===== config.mk =====
export PLATFORM = sky130hd
export DESIGN_NAME = mc14500_program_sequencer
export DESIGN_NICKNAME = d
export VERILOG_FILES = /design/src/rtl/mc14500_pkg.sv /design/src/rtl/mc14500_return_stack.sv /design/src/rtl/mc14500_program_sequencer.sv
export SDC_FILE = /design/constraint.sdc
export NUM_CORES = 1
export LEC_CHECK = 0
export BUFFER_PORTS_ARGS = -buffer_cell sky130_fd_sc_hd__buf_2
export CAP_MARGIN = 20
export CORE_MARGIN = 8
export CORE_UTILIZATION = 40
export CTS_CLUSTER_SIZE = 12
export DETAILED_ROUTE_END_ITERATION = 8
export HOLD_SLACK_MARGIN = 0.06
export PLACE_DENSITY = 0.69
export SYNTH_ARGS = -nofsm -noshare
export SYNTH_HDL_FRONTEND = slang
export SYNTH_SLANG_ARGS = --single-unit

===== constraint.sdc =====
create_clock -name clk -period 1.84 [get_ports clk]
set_clock_uncertainty 0.05 [all_clocks]
set_input_delay 0.552 -clock clk [delete_from_list [all_inputs] [get_ports clk]]
set_output_delay 0.552 -clock clk [all_outputs]
set_load 0.03 [all_outputs]

===== src/rtl/mc14500_pkg.sv =====
// Shared definitions for the MC14500B program sequencer.
//   seq_state_e  : sequencer states (HALT, FETCH, EXEC, JTGT)
//   OPC_MSB/LSB  : opcode field position within a ROM word
//   ADDR_FIELD_W : width of the instruction address field
package mc14500_pkg;

  typedef enum logic [1:0] {
    HALT  = 2'd0,
    FETCH = 2'd1,
    EXEC  = 2'd2,
    JTGT  = 2'd3
  } seq_state_e;

  localparam int OPC_MSB      = 7;
  localparam int OPC_LSB      = 4;
  localparam int ADDR_FIELD_W = 4;

endpackage


===== src/rtl/mc14500_return_stack.sv =====
// LIFO of subroutine return addresses for the MC14500B sequencer.
// Ports:
//   clk, reset       : clock, asynchronous active-high reset (empties stack)
//   push, data_in    : store data_in on top; ignored when full
//   pop              : discard top entry; ignored when empty
//   data_out         : current top entry (zero when empty)
//   full, empty      : occupancy status
// Parameters: DEPTH (entries, >= 1), WIDTH (entry width).
module mc14500_return_stack #(
  parameter int DEPTH = 4,
  parameter int WIDTH = 8
) (
  input  logic             clk,
  input  logic             reset,
  input  logic             push,
  input  logic             pop,
  input  logic [WIDTH-1:0] data_in,
  output logic [WIDTH-1:0] data_out,
  output logic             full,
  output logic             empty
);

  localparam int CW = $clog2(DEPTH + 1);

  logic [CW-1:0]    cnt;
  logic [WIDTH-1:0] mem [DEPTH];

  assign empty = (cnt == '0);
  assign full  = (cnt == CW'(DEPTH));

  always_ff @(posedge clk or posedge reset) begin
    if (reset) begin
      cnt <= '0;
    end else if (push && !full) begin
      cnt <= cnt + CW'(1);
    end else if (pop && !empty) begin
      cnt <= cnt - CW'(1);
    end
  end

  // Storage needs no reset: an entry is only visible once it has been written.
  always_ff @(posedge clk) begin
    for (int i = 0; i < DEPTH; i++) begin
      if (push && !full && cnt == CW'(i)) begin
        mem[i] <= data_in;
      end
    end
  end

  always_comb begin
    data_out = '0;
    for (int i = 0; i < DEPTH; i++) begin
      if (cnt == CW'(i + 1)) begin
        data_out = mem[i];
      end
    end
  end

endmodule


===== src/rtl/mc14500_program_sequencer.sv =====
// Program sequencer for an MC14500B one-bit controller system.
// Fetches ROM words, presents opcode/address to the ICU and output latch,
// strobes the latch write_disable, and handles JMP/RTN/FLGF flow.
// Ports:
//   clk, reset          : clock, asynchronous active-high reset
//   run                 : start pulse, only honoured in HALT
//   rom_addr, rom_data  : external combinational program ROM
//   instr, io_addr      : opcode and latch address registered at FETCH
//   latch_wd            : latch write_disable (low only in EXEC)
//   chip_enable         : latch chip enable (high only in EXEC)
//   jmp, rtn, flag_f    : ICU flags, sampled in EXEC (flag_f > jmp > rtn)
//   pc, halted          : program counter, HALT indication
//   stack_err           : sticky return-stack overflow/underflow
// Build option: define MC14500_SEQ_RETURN_STACK_EN to enable the return
// stack; without it JMP does not push, rtn is ignored and stack_err is 0.
//
// state | meaning
// ------+-------------------------------------------------------------
// HALT  | idle, waiting for run; latch disabled
// FETCH | capture opcode and io_addr from rom_data at pc
// EXEC  | latch write strobe active; act on ICU flags
// JTGT  | rom_data holds the jump target word; load it into pc
module mc14500_program_sequencer
  import mc14500_pkg::*;
#(
  parameter int PC_WIDTH      = 8,
  parameter int IO_ADDR_WIDTH = 3,
  parameter int STACK_DEPTH   = 4
) (
  input  logic                     clk,
  input  logic                     reset,
  input  logic                     run,
  output logic [PC_WIDTH-1:0]      rom_addr,
  input  logic [7:0]               rom_data,
  output logic [3:0]               instr,
  output logic [IO_ADDR_WIDTH-1:0] io_addr,
  output logic                     latch_wd,
  output logic                     chip_enable,
  input  logic                     jmp,
  input  logic                     rtn,
  input  logic                     flag_f,
  output logic [PC_WIDTH-1:0]      pc,
  output logic                     halted,
  output logic                     stack_err
);

  localparam logic [1:0] S_HALT  = HALT;
  localparam logic [1:0] S_FETCH = FETCH;
  localparam logic [1:0] S_EXEC  = EXEC;
  localparam logic [1:0] S_JTGT  = JTGT;

  logic [1:0]          state;
  logic [PC_WIDTH-1:0] pc_inc;
  logic [PC_WIDTH-1:0] jump_target;
  logic [PC_WIDTH-1:0] rtn_target;
  logic                rtn_take;
  logic                exec_st;

  assign exec_st     = (state == S_EXEC);
  assign pc_inc      = pc + PC_WIDTH'(1);
  assign rom_addr    = pc;
  assign halted      = (state == S_HALT);
  // Decoded straight from state so reset forces write_disable high
  // asynchronously and never produces a falling edge toward the latch.
  assign latch_wd    = !exec_st;
  assign chip_enable = exec_st;

  // Jump target word is zero-extended or truncated to the pc width.
  generate
    if (PC_WIDTH > 8) begin : g_tgt_wide
      assign jump_target = {{(PC_WIDTH-8){1'b0}}, rom_data};
    end else if (PC_WIDTH == 8) begin : g_tgt_same
      assign jump_target = rom_data;
    end else begin : g_tgt_narrow
      assign jump_target = rom_data[PC_WIDTH-1:0];
    end
  endgenerate

`ifdef MC14500_SEQ_RETURN_STACK_EN
  logic                stack_push;
  logic                stack_pop;
  logic                stack_full;
  logic                stack_empty;
  logic [PC_WIDTH-1:0] stack_top;
  logic [PC_WIDTH-1:0] pc_ret;
  logic                stack_err_q;

  // Return lands after the target word that follows the JMP opcode.
  assign pc_ret     = pc + PC_WIDTH'(2);
  assign stack_push = exec_st && !flag_f && jmp;
  assign stack_pop  = exec_st && !flag_f && !jmp && rtn;

  mc14500_return_stack #(
    .DEPTH (STACK_DEPTH),
    .WIDTH (PC_WIDTH)
  ) u_return_stack (
    .clk      (clk),
    .reset    (reset),
    .push     (stack_push),
    .pop      (stack_pop),
    .data_in  (pc_ret),
    .data_out (stack_top),
    .full     (stack_full),
    .empty    (stack_empty)
  );

  always_ff @(posedge clk or posedge reset) begin
    if (reset) begin
      stack_err_q <= 1'b0;
    end else if ((stack_push && stack_full) || (stack_pop && stack_empty)) begin
      stack_err_q <= 1'b1;
    end
  end

  assign stack_err  = stack_err_q;
  assign rtn_take   = rtn;
  // Underflow falls through to the next instruction.
  assign rtn_target = stack_empty ? pc_inc : stack_top;
`else
  logic unused_rtn;

  assign unused_rtn = rtn;
  assign stack_err  = 1'b0;
  assign rtn_take   = 1'b0;
  assign rtn_target = pc_inc;
`endif

  always_ff @(posedge clk or posedge reset) begin
    if (reset) begin
      state   <= S_HALT;
      pc      <= '0;
      instr   <= '0;
      io_addr <= '0;
    end else begin
      case (state)
        S_HALT: begin
          if (run) begin
            state <= S_FETCH;
          end
        end
        S_FETCH: begin
          instr   <= rom_data[OPC_MSB:OPC_LSB];
          io_addr <= rom_data[IO_ADDR_WIDTH-1:0];
          state   <= S_EXEC;
        end
        S_EXEC: begin
          if (flag_f) begin
            // HALT presents the reset-time latch fields; only pc advances.
            pc      <= pc_inc;
            instr   <= '0;
            io_addr <= '0;
            state   <= S_HALT;
          end else if (jmp) begin
            pc    <= pc_inc;
            state <= S_JTGT;
          end else if (rtn_take) begin
            pc    <= rtn_target;
            state <= S_FETCH;
          end else begin
            pc    <= pc_inc;
            state <= S_FETCH;
          end
        end
        S_JTGT: begin
          pc    <= jump_target;
          state <= S_FETCH;
        end
        default: begin
          state <= S_HALT;
        end
      endcase
    end
  end

endmodule


### After elaboration in Yosys (flattened, before gate mapping)

Cells that the tools add are included.

* bits in registers: 17
* word-level logic and storage cells: 24
* input port bits: 14
* output and inout bits: 27

* add/sub/neg operators: 1
* equality and inequality tests: 5
* multiplexer cells: 9
* reduce and logical (&&, ||, !) cells: 5

Operator list (count)
* 8-bit case mux with 2 select lines: 1
* 8-bit by 1-bit adder with 8-bit output (second input constant): 1
* 2-bit case mux with 4 select lines: 1
* 4-bit case mux with 2 select lines: 1
* 2-bit two-way mux: 3
* 3-bit case mux with 2 select lines: 1
* 2-bit == test (second input constant): 2
* 4-bit two-way mux: 1
* 2-bit inequality test (second input constant): 2
* 2-bit nonzero test: 2
* 3-bit two-way mux: 1
* 2-bit by 1-bit == test with 1-bit output (second input constant): 1
* 2-bit logical NOT: 1
* 2-bit AND reduction: 1
* 1-bit logical NOT: 1

### Logic depth before layout (Yosys ltp)

* depth in word-level cells: 3
* mapped depth: 6
* depth with buffers taken out: 5

### Worst setup path before layout

No wires, ideal clock.

* path type: register to output
* start point: register state[0]
* end point: output latch_wd
* buffers on the path: 1
* setup slack: 0.020 ns
* cell stages (with the launch flop): 5
* required time: 1.238 ns
* arrival time: 1.218 ns
* cells stage by stage: dfrtp_1 > inv_1 > ha_1 > buf_4 > inv_1

* cells in the longest elaborated chain, start to end: 2

Ends and longest elaborated chain
* start, declared: line mc14500_program_sequencer.sv:52 `logic [1:0] state;`
* start signal, assigned: line mc14500_program_sequencer.sv:130 `state <= S_HALT;`
* start signal, assigned: line mc14500_program_sequencer.sv:138 `state <= S_FETCH;`
* start signal, assigned: line mc14500_program_sequencer.sv:144 `state <= S_EXEC;`
* 2-bit == test: line mc14500_program_sequencer.sv:59 `assign exec_st = (state == S_EXEC);`
* named net chip_enable: line mc14500_program_sequencer.sv:38 `output logic chip_enable,`
* 1-bit logical NOT: line mc14500_program_sequencer.sv:65 `assign latch_wd = !exec_st;`
* end, declared: line mc14500_program_sequencer.sv:37 `output logic latch_wd,`

The timed path passes the listed nets, and every way through them passes these cells.

### Worst setup path after layout

* start point: register state[1]
* end point: output latch_wd

* cells in the longest elaborated chain, start to end: 2

Ends and longest elaborated chain (line)
* 2-bit == test: mc14500_program_sequencer.sv:59
* 1-bit logical NOT: mc14500_program_sequencer.sv:65

No other way between the ends.

==> impl_metrics.yaml <==
clock_network:
  cts_buffers: 3
  cts.sinks: 17
  cts-htree-levels: 1
  cts_tree: "built"
  path_clk_slew_ns: 0.10
  clockBufferDepth: 2
  clk_latency_ns: 0.28
  cts_hold_buf: 0
  cts-root-buf: "clkbuf_4"
placed_design:
  portBuffers: 38
  dp_worst_setup_slack_ns: 0.131
  routabilityCongestion: 0.735
  dpl.hpwl_um: 1730
  placed_cell_area_sq_um: 1100
synth:
  syn_nets: 114
  syn_area_per_cell_sq_um: 9.98
  synth_cells: 95
  synth_compound_area_share_pct: 12.0
  synth_mux_area_share_pct: 4.35
  yosys.area_share.simple_pct: 16.9
  synth_top_family_by_area: "simple AND/OR/NAND/NOR gates"
  synth_warnings: 0
  synthAdderAreaFrac_pct: 6.60
  synthXorXnorAreaFrac_pct: 3.69
  synth_cell_types: 24
  synth_seq_cells: 17
  synth_area_sq_um: 948
  ys_seq_area_share_pct: 44.9
power:
  power.density_nw_per_um2: 2090
  ir_worst_vdd_v: 0.00123
  power_uw: 2400
  leakagePower_uw: 0.000577
final_layout:
  fillers: 229
  drive_above_1_share_pct: 39.1
  areaGrowthSynthToFinish_pct: 21.1
  layout_commonest_cell: "buf_2"
  antenna_cells: 0
  final_cell_mix: "36 x buf_2, 17 x dfrtp_1, 13 x nand2_1"
  num-nets-final: 148
  stdcell_area_sq_um: 1150
routing:
  vias: 793
  drt_wl_total_um: 2160
  first_iter_violations: 26
  drc_errors: 0
  wire_per_inst_um: 13.9
  via_per_inst: 5.08
  drt_first_pass_iters: 4
  drtAntennaViolNets: 0
timing:
  fin_crit_ns: 1.78
  finalHoldWorstSlack_ns: 0.281
  maxSlewHeadroom_pct: 57.5
  fin_crit_sh_pct: 96.6
  timing.final.ws_setup_ns: 0.0634
  maxSlewViolCount: 0
  fmax_ghz: 0.563
  worst_pin_slew_ns: 0.637
  hold_violations: 0
  tns_ns: 0
  rsz0062_at_grt: "yes"
  setup_viol_count_final: 0
critical_path:
  path_delay_family: "flip-flops"
  crit_chain: "ha_4, inv_1, buf_2"
  crit_path_end_kind: "primary output"
  cp_max_fo: 7
  path_buf_inv: 2
  setup.worst_path.start_class: "register"
  cp_data_required_time_ns: 1.24
  cp.arrival_ns: 1.17
  max_stage_delay_ns: 0.45
  criticalPathCategory: "reg2out"
  crit_slowest_cell: "dfrtp_1"
floorplan:
  die_w_um: 64.7
  dieArea_sq_um: 4190
  initial_core_util_pct: 42.5
  num_rows: 17
  dieHeight_um: 64.7
  ios: 41
  coreArea_sq_um: 2230
job:
  maxCapViolCount: 0
global_route:
  antenna_found_initial: 0
  grt_pass1_wl_um: 3600
  grtUsageTotal_pct: 10.5
  grt_overflow: 0
  grt_max_degree: 18
  grt_pass1_vias: 803
status:
  outcome: "completed"
worst_hold_path:
  hp-class: "in2async"
-- path summary, 6_finish.rpt --
kind / to / startpoint / cells after the start / slack, ns
min reg2reg: io_addr[1] / io_addr[1] / 1 / 0.46
max reg2reg: state[0] / state[0] / 5 / 0.22
min in group clk: pc[2] / rom_data[2] / 3 / 0.43
max in group asynchronous: instr[2] / reset / 2 / 1.05
min: state[0] / reset / 2 / 0.28
max: latch_wd / state[1] / 3 / 0.06
-- per-layer routing --
layer / share of wire (%) / track usage (%)
met1: 48 / 13.5
met2: 43 / 15.3
met3: 7.9 / 3.95
met4: 1.2 / 4.90
met5: 0 / 0
-- registers in the layout (all words and copies together), names as in the netlist --
signal / cells
instr: 4
io_addr: 3
pc: 8
state: 2
-- Yosys cell counts --
| cell | count | area (sq um) |
|---|---|---|
| dfrtp_1 | 17 | 425 |
| nand2_1 | 13 | 48.8 |
| buf_4 | 10 | 75.1 |
| o21ai_0 | 10 | 50.1 |
| a22o_1 | 5 | 43.8 |
| ha_1 | 5 | 62.6 |
| nand3_1 | 5 | 25.0 |
| inv_1 | 4 | 15.0 |
| nor2b_1 | 4 | 25.0 |
| mux2i_1 | 3 | 30.0 |
| or4_1 | 3 | 22.5 |
| xor2_1 | 3 | 26.3 |
| nand4_1 | 2 | 12.5 |
| a21oi_1 | 1 | 5.00 |
| a21oi_2 | 1 | 8.76 |
| and2b_1 | 1 | 7.51 |
| buf_2 | 1 | 5.00 |
| buf_6 | 1 | 11.3 |
| conb_1 | 1 | 3.75 |
| mux2_2 | 1 | 11.3 |
| nand2b_1 | 1 | 6.26 |
| nand4_2 | 1 | 12.5 |
| o22ai_1 | 1 | 6.26 |
| xnor2_1 | 1 | 8.76 |
-- logic make-up (layout without fill, tap and decap cells) --
logic type      count (synthesis)  in the layout
buf+inv                        16             49
simple gates                   30             30
xor+xnor                        4              4
fa+ha+maj                       5              5
other cells                     1              1
compound gates                 18             18
mux                             4              4
flops                          17             17
-- what timing repair did --
item,CTS,global route
buffers inserted,0,1
setup endpoints to repair,2,2
pin swaps,0,0
gates resized for setup,4,3
-- final cells by class --
| class | count | area, sq um | area share [%] |
|---|---|---|---|
| Inverter | 4 | 15.0 | 1.31 |
| Tap cell | 28 | 35.0 | 3.05 |
| Clock buffer | 4 | 26.3 | 2.29 |
| Timing Repair Buffer | 41 | 218 | 19.0 |
| Sequential cell | 17 | 425 | 37.0 |
| Multi-Input combinational cell | 62 | 429 | 37.4 |
-- power breakdown --
group,internal [uW],switching [uW]
combinational,490,965
clock,84.2,113
sequential,557,188
total,1130,1270
-- per-stage QoR --
stage | util, % | instances
2_1_floorplan | - | 95
3_3_place_gp | 49.1 | 151
3_5_place_dp | 49.1 | 151
4_1_cts | 51.0 | 155
5_1_grt | 51.4 | 156
6_report | 51.4 | 156
Note: power is estimated with default switching activity, not from simulation.
